File: src/rtl/four_input_activation_pkg.sv
`default_nettype none
`timescale 1ns/1ps
// ============================================================================
//  Module      : four_input_activation_pkg
//  Description : Shared widths, constants, 2^(k/16) table and FSM state type
//                for the fixed-point logistic activation stage.
//  Revision    : 1.0 - initial release
// ============================================================================
package four_input_activation_pkg;

    localparam int IN_W      = 16;   // signed Q8.8 input
    localparam int OUT_W     = 16;   // unsigned Q1.15 sigmoid result
    localparam int ACT_W     = 32;   // unsigned Q16.16 exponential
    localparam int DIV_W     = 33;   // divisor width: 1.0 + activation
    localparam int DIV_STEPS = 16;   // one quotient bit per cycle

    // log2(e) in Q8.8 (1.44140625)
    localparam logic signed [IN_W-1:0] LOG2E = 16'sh0171;

    // 2^(k/16) in Q1.15 for k = 0..16; the last entry (2.0) needs a 17th bit
    localparam logic [16:0] EXP2_LUT [0:16] = '{
        17'd32768, 17'd34219, 17'd35734, 17'd37316,
        17'd38968, 17'd40693, 17'd42495, 17'd44376,
        17'd46341, 17'd48393, 17'd50535, 17'd52773,
        17'd55109, 17'd57549, 17'd60097, 17'd62758,
        17'd65536
    };

    typedef enum logic [1:0] {
        IDLE = 2'd0,
        EXP  = 2'd1,
        DIV  = 2'd2,
        DONE = 2'd3
    } state_t;

endpackage
`default_nettype wire

File: src/rtl/four_input_activation_if.sv
`default_nettype none
`timescale 1ns/1ps
// ============================================================================
//  Module      : four_input_activation_if
//  Description : Input handshake and result bundle of the activation stage.
//  Revision    : 1.0 - initial release
// ============================================================================
interface four_input_activation_if;
    import four_input_activation_pkg::*;

    logic              in_valid;
    logic              in_ready;
    logic [IN_W-1:0]   a_input;
    logic              out_valid;
    logic [OUT_W-1:0]  out;
    logic [ACT_W-1:0]  activation;

    modport master (
        output in_valid, a_input,
        input  in_ready, out_valid, out, activation
    );

    modport slave (
        input  in_valid, a_input,
        output in_ready, out_valid, out, activation
    );

endinterface
`default_nettype wire

File: src/rtl/act_div_restoring.sv
`default_nettype none
`timescale 1ns/1ps
// ============================================================================
//  Module      : act_div_restoring
//  Description : Sequential restoring divider, 33-bit divisor, 16 quotient
//                bits, one bit per cycle. The caller guarantees that the
//                quotient fits in 16 bits (dividend[31:16] < divisor), so the
//                upper half of the dividend seeds the partial remainder.
//  Revision    : 1.0 - initial release
// ============================================================================
module act_div_restoring
    import four_input_activation_pkg::*;
(
    input  logic              clk,
    input  logic              rst_n,
    input  logic              i_start,
    input  logic [ACT_W-1:0]  i_dividend,
    input  logic [DIV_W-1:0]  i_divisor,
    output logic [OUT_W-1:0]  o_quotient,
    output logic              o_busy,
    output logic              o_done
);

    logic [DIV_W-1:0]  r_rem;
    logic [15:0]       r_num_lo;
    logic [DIV_W-1:0]  r_div;
    logic [OUT_W-1:0]  r_quo;
    logic [3:0]        r_cnt;
    logic              r_busy;

    logic [DIV_W:0]    w_trial;
    logic              w_ge;
    logic [DIV_W-1:0]  w_diff;

    // Shift in the next dividend bit and trial-subtract the divisor; the
    // difference only matters when it is non-negative, so 33 bits suffice.
    always_comb begin
        w_trial = {r_rem, r_num_lo[15]};
        w_ge    = (w_trial >= {1'b0, r_div});
        w_diff  = w_trial[DIV_W-1:0] - r_div;
    end

    // Load on start, then retire one quotient bit per cycle for 16 cycles
    always_ff @(posedge clk or negedge rst_n) begin
        if (!rst_n) begin
            r_rem    <= '0;
            r_num_lo <= '0;
            r_div    <= '0;
            r_quo    <= '0;
            r_cnt    <= '0;
            r_busy   <= 1'b0;
        end else if (i_start) begin
            r_rem    <= {17'd0, i_dividend[31:16]};
            r_num_lo <= i_dividend[15:0];
            r_div    <= i_divisor;
            r_quo    <= '0;
            r_cnt    <= '0;
            r_busy   <= 1'b1;
        end else if (r_busy) begin
            r_rem    <= w_ge ? w_diff : w_trial[DIV_W-1:0];
            r_num_lo <= {r_num_lo[14:0], 1'b0};
            r_quo    <= {r_quo[OUT_W-2:0], w_ge};
            r_cnt    <= r_cnt + 4'd1;
            if (r_cnt == 4'(DIV_STEPS - 1)) begin
                r_busy <= 1'b0;
            end
        end
    end

    // o_done flags the cycle whose closing edge writes the final quotient bit
    assign o_quotient = r_quo;
    assign o_busy     = r_busy;
    assign o_done     = r_busy && (r_cnt == 4'(DIV_STEPS - 1));

endmodule
`default_nettype wire

File: src/rtl/four_input_activation.sv
`default_nettype none
`timescale 1ns/1ps
// ============================================================================
//  Module      : four_input_activation
//  Description : Fixed-point sigmoid stage. Computes activation = e^a as
//                2^(a*log2e) with a 17-entry interpolated LUT, then
//                out = 2^31 / (2^16 + activation) with a restoring divider.
//  Revision    : 1.0 - initial release
// ============================================================================
module four_input_activation
    import four_input_activation_pkg::*;
(
    input  logic                   clk,
    input  logic                   rst_n,
    four_input_activation_if.slave bus
);

    state_t                   r_state;
    state_t                   w_state_next;

    logic signed [IN_W-1:0]   r_a;
    logic [OUT_W-1:0]         r_out;
    logic [ACT_W-1:0]         r_act;
    logic                     r_out_valid;

    logic                     w_in_ready;
    logic                     w_accept;
    logic                     w_div_start;
    logic                     w_load_out;

    logic signed [31:0]       w_prod;
    logic signed [31:0]       w_y;
    logic signed [31:0]       w_n;
    logic [7:0]               w_f;
    logic [3:0]               w_idx;
    logic [4:0]               w_idx_hi;
    logic [3:0]               w_frac;
    logic [16:0]              w_lo;
    logic [16:0]              w_hi;
    logic [16:0]              w_delta;
    logic [20:0]              w_interp;
    logic [16:0]              w_mant;
    logic [ACT_W-1:0]         w_base;
    logic [4:0]               w_shamt;
    logic [ACT_W-1:0]         w_exp;

    logic [DIV_W-1:0]         w_divisor;
    logic [OUT_W-1:0]         w_quo;
    logic                     w_div_busy;
    logic                     w_div_done;

    // State register
    always_ff @(posedge clk or negedge rst_n) begin
        if (!rst_n) begin
            r_state <= IDLE;
        end else begin
            r_state <= w_state_next;
        end
    end

    // Next-state logic: IDLE -> EXP -> DIV (16 cycles) -> DONE -> IDLE
    always_comb begin
        w_state_next = r_state;
        case (r_state)
            IDLE:    if (w_accept)   w_state_next = EXP;
            EXP:                     w_state_next = DIV;
            DIV:     if (w_div_done) w_state_next = DONE;
            DONE:                    w_state_next = IDLE;
            default:                 w_state_next = IDLE;
        endcase
    end

    // FSM outputs
    always_comb begin
        w_in_ready  = 1'b0;
        w_div_start = 1'b0;
        w_load_out  = 1'b0;
        case (r_state)
            IDLE:    w_in_ready  = !w_div_busy;
            EXP:     w_div_start = 1'b1;
            DONE:    w_load_out  = 1'b1;
            default: ;
        endcase
    end

    assign w_accept = bus.in_valid && w_in_ready;

    // Capture the operand; it stays stable until the next accept, so the
    // exponential below remains valid through DONE
    always_ff @(posedge clk or negedge rst_n) begin
        if (!rst_n) begin
            r_a <= '0;
        end else if (w_accept) begin
            r_a <= bus.a_input;
        end
    end

    // e^a = 2^y with y = a*log2e. y is kept wider than Q8.8 so large
    // inputs reach the saturation tests instead of wrapping.
    always_comb begin
        w_prod   = r_a * LOG2E;
        w_y      = w_prod >>> 8;
        w_n      = w_y >>> 8;
        w_f      = w_y[7:0];
        w_idx    = w_f[7:4];
        w_frac   = w_f[3:0];
        w_idx_hi = {1'b0, w_idx} + 5'd1;
        w_lo     = EXP2_LUT[w_idx];
        w_hi     = EXP2_LUT[w_idx_hi];
        w_delta  = w_hi - w_lo;
        w_interp = {4'd0, w_delta} * {17'd0, w_frac};
        w_mant   = w_lo + 17'(w_interp >> 4);
        w_base   = {14'd0, w_mant, 1'b0};
        w_shamt  = w_n[31] ? 5'(-w_n) : 5'(w_n);
    end

    // Scale 2^f by 2^n, saturating at both ends
    always_comb begin
        w_exp = '0;
        if (w_n >= 32'sd15) begin
            w_exp = '1;
        end else if (w_n <= -32'sd17) begin
            w_exp = '0;
        end else if (w_n[31]) begin
            w_exp = w_base >> w_shamt;
        end else begin
            w_exp = w_base << w_shamt;
        end
    end

    assign w_divisor = 33'h1_0000 + {1'b0, w_exp};

    act_div_restoring u_div (
        .clk        (clk),
        .rst_n      (rst_n),
        .i_start    (w_div_start),
        .i_dividend (32'h8000_0000),
        .i_divisor  (w_divisor),
        .o_quotient (w_quo),
        .o_busy     (w_div_busy),
        .o_done     (w_div_done)
    );

    // Result registers: updated and flagged together in DONE, held otherwise
    always_ff @(posedge clk or negedge rst_n) begin
        if (!rst_n) begin
            r_out       <= '0;
            r_act       <= '0;
            r_out_valid <= 1'b0;
        end else begin
            r_out_valid <= w_load_out;
            if (w_load_out) begin
                r_out <= w_quo;
                r_act <= w_exp;
            end
        end
    end

    assign bus.in_ready   = w_in_ready;
    assign bus.out_valid  = r_out_valid;
    assign bus.out        = r_out;
    assign bus.activation = r_act;

endmodule
`default_nettype wire

File: src/flat_wrapper.sv
// flat-port wrapper written by rule: the top's interface ports become plain ports
module four_input_activation_flat import four_input_activation_pkg::*;
  (clk, rst_n, bus_in_valid, bus_a_input, bus_in_ready, bus_out_valid, bus_out, bus_activation);
  four_input_activation_if bus_i ();
  input  logic clk;
  input  logic rst_n;
  input wire logic [$bits(bus_i.in_valid)-1:0] bus_in_valid;
  input wire logic [$bits(bus_i.a_input)-1:0] bus_a_input;
  output wire logic [$bits(bus_i.in_ready)-1:0] bus_in_ready;
  output wire logic [$bits(bus_i.out_valid)-1:0] bus_out_valid;
  output wire logic [$bits(bus_i.out)-1:0] bus_out;
  output wire logic [$bits(bus_i.activation)-1:0] bus_activation;
  assign bus_i.in_valid = bus_in_valid;
  assign bus_i.a_input = bus_a_input;
  assign bus_in_ready = bus_i.in_ready;
  assign bus_out_valid = bus_i.out_valid;
  assign bus_out = bus_i.out;
  assign bus_activation = bus_i.activation;
  four_input_activation u_core (.clk(clk), .rst_n(rst_n), .bus(bus_i));
endmodule
File: config.mk
export PLATFORM = sky130hd
export DESIGN_NAME = four_input_activation_flat
export DESIGN_NICKNAME = d
export VERILOG_FILES = /design/src/rtl/four_input_activation_pkg.sv /design/src/rtl/four_input_activation_if.sv /design/src/rtl/act_div_restoring.sv /design/src/rtl/four_input_activation.sv /design/src/flat_wrapper.sv
export SDC_FILE = /design/constraint.sdc
export NUM_CORES = 1
export LEC_CHECK = 0
export CAP_MARGIN = 0
export CORE_MARGIN = 2
export CORE_UTILIZATION = 40
export CTS_BUF_LIST = sky130_fd_sc_hd__clkbuf_4 sky130_fd_sc_hd__clkbuf_8
export DETAILED_ROUTE_END_ITERATION = 7
export GPL_ROUTABILITY_DRIVEN = 1
export PLACE_DENSITY = 0.61
export SETUP_SLACK_MARGIN = 0.4
export SLEW_MARGIN = 40
export SYNTH_ARGS = -nofsm -noshare
export SYNTH_HDL_FRONTEND = slang
export SYNTH_SLANG_ARGS = --single-unit
File: constraint.sdc
create_clock -name clk -period 26.2 [get_ports clk]
set_input_delay 6.55 -clock clk [delete_from_list [all_inputs] [get_ports clk]]
set_output_delay 6.55 -clock clk [all_outputs]
set_load 0.01 [all_outputs]
==> run summary <==
IO Pins - 69
CTS tree - built
Hold Crit Class - reg2reg
CP Data Required Time - 26.59 ns
Cell count after synthesis - 2144
# DRC - 0
Most crowded layer after global routing - met2
GR Layer Usage met2 - 33.2%
IO buf count - 68
Global route total overflow - 0
GPL Wtd Cong - 0.933
Drt total wl - 47900 µm
Area Growth Syn to Fin - 9.98%
CP endpoint - u_core.u_div.r_div[26]
Critical path class - reg2reg
Vias per cell - 5.53
Die ar. - 45900 µm²
Final Util - 44.3%
Starting Density - 40.2%
Placed cell area - 18900 µm²
First-pass GRT wire length - 79100 µm
Syn avg cell area - 8.25 µm²
Worst-Margin Slew - 0.830 ns
Syn_nets - 2402
Final period util - 58.1%
Die width - 214 µm
Deepest clock path buffer count - 2
Largest net degree at the start of global routing - 96
Vias - 15290
Critical Path AT - 15.61 ns
GR Layer Usage met1 - 29.8%
H-tree levels - 4
Clk sinks - 154
CTS Hold Buffers Added - 0
R2r setup slk - 10.99 ns
Distinct cells, synth - 114
Final instance area - 19400 µm²
Final hold slack - 0.509 ns
DR iter-0 viols - 1349
CP Max Fanout - 17
Highest-count cells in the layout ignoring fill and taps - nor2_1, inv_1, a21oi_1, ha_1, dfrtp_1
Worst R2R Path Depth - 66
Core area - 43900 µm²
Sequential-to-total area share from yosys stat - 21.8%
Cts repair resizes - 0
Met3 GRT Util - 3.33%
Total of max-cap violations - 0
CTS Root Buffer Type - clkbuf_8
Crit path from - u_core.r_a[2]
Routed len/inst - 17.3 µm
Rows - 77
Setup Skew - 0.0154 ns
RSZ-0062 raised after global routing - false
Post-synth EDFFs - 0
Worst path slowest cell - ha_1
Initial DRT Pass Iterations - 6
Commonest non-fill, non-tap cell in the layout - nor2_1
Initial antenna violation count - 0
Max-slew violations - 0
Element type at the critical path end - flip-flop
Worst-Skew Late Latency - 0.49 ns
Post-synthesis cell area - 17700 µm²
Chip height - 214 µm
F_max - 65.7 MHz
Post-CTS Setup Inserts - 0
Setup TNS - 0 ns
Yosys Warn Count - 0
Layout cells sized above 1 - 8.69%
Slew Limit Headroom - 44.1%
Startpoint Class - flip-flop
Status - finished, final reports clean
Routed Antenna Nets - 0
Fin. Hold Viols - 0
Post-layout min period - 15.21 ns
Post-synth ARST share - 100%
DPL Wire Length - 37500 µm
Synthesized flop and latch total - 154
Main flop type after synthesis - dfrtp_1
Ant diodes - 0
CTS Buf Count - 17
Reg2Reg Launch Point - u_core.r_a[2]
Worst-path clk slew - 0.09 ns
Number of global-route vias before repair - 14842
Crit-path max cell delay - 0.61 ns
Final setup viols - 0
Final nets - 2421
Crit Reg-Reg Endpoint - u_core.u_div.r_div[26]
Gr usage total - 21.0%
kinds of logic (layout without fill, tap and decap cells):
kind of cell,Yosys count,count (layout),synth area share (%)
buf+inv,341,372,7.49
mux,124,124,8.07
xor+xnor,78,78,3.99
fa+ha+maj,239,239,20.1
flops,154,154,21.8
simple gates,646,646,17.1
compound gates,562,562,21.4
sequential cells by signal, indices dropped and copies added (netlist names):
register	flops
u_core.u_div.r_rem	33
u_core.u_div.o_busy	1
u_core.r_a	16
u_core.r_state	2
u_core.bus.out_valid	1
u_core.bus.out	16
u_core.u_div.r_cnt	4
u_core.u_div.r_div	33
u_core.bus.activation	32
u_core.u_div.o_quotient	16
stage by stage:
step / setup WS, ns / std cells
after CTS: 10.85 / 2765
final: 10.99 / 2767
after floorplan: 12.53 / 2144
after global routing: 9.79 / 2767
after detailed placement: 10.87 / 2734
after global placement: 11.42 / 2733
Yosys cell counts, types with 23 or more instances:
cell type / count / area share [%]
a211oi_1: 30 / 1.3
fa_1: 76 / 8.6
inv_1: 252 / 5.3
dfrtp_1: 154 / 22
ha_1: 163 / 12
nand2b_1: 23 / 0.81
clkbuf_1: 63 / 1.3
nor2b_1: 24 / 0.85
o21ai_0: 102 / 2.9
nand3_1: 40 / 1.1
mux2i_1: 61 / 3.5
o211ai_1: 33 / 1.4
nor3_1: 34 / 0.96
a21oi_1: 165 / 4.7
o21a_1: 33 / 1.4
nand2_1: 145 / 3.1
nor2_1: 273 / 5.8
a21o_1: 40 / 1.7
mux2_2: 51 / 3.2
xor2_1: 29 / 1.4
xnor2_1: 46 / 2.3
metal layers:
layer / share of wire, % / wire length, µm
met1: 48 / 23200
met2: 45 / 21500
met3: 4.8 / 2310
met4: 2.0 / 972
met5: 0 / 0
how the worst min path moves through the flow:
stage | from | endpoint | slack [ns] | cells after the start
after floorplan | u_core.u_div.r_div[28] | u_core.u_div.r_div[28] | 0.45 | 2
after global placement | u_core.bus.activation[21] | u_core.bus.activation[21] | 0.49 | 1
after detailed placement | u_core.u_div.r_div[28] | u_core.u_div.r_div[28] | 0.49 | 2
after CTS | u_core.u_div.r_div[28] | u_core.u_div.r_div[28] | 0.51 | 2
after global routing | u_core.bus.out[0] | u_core.bus.out[0] | 0.53 | 1
final | u_core.bus.out[9] | u_core.bus.out[9] | 0.51 | 1
area by class of cell:
cell class	count	area, µm²
inverter	254	953
fill	4426	24500
clock inverter	13	214
multi-input combinational	1649	12600
tap	592	741
timing repair buffer	87	867
sequential	154	3850
clock buffer	18	248
critical path: cells and delay by family (launching register included):
kind	cells	cell delay (ns)
AOI/OAI and AO/OA	25	4.97
xor gates and xnor gates	1	0.28
adders and majority gates	13	5.00
buffers and inverters	8	0.54
DFF	1	0.39
muxes	2	0.62
and+or+nand+nor	17	3.33
Power is left out: the tool's default activity adds up to more than one toggle a clock period on the data nets, which glitch-free logic cannot reach.
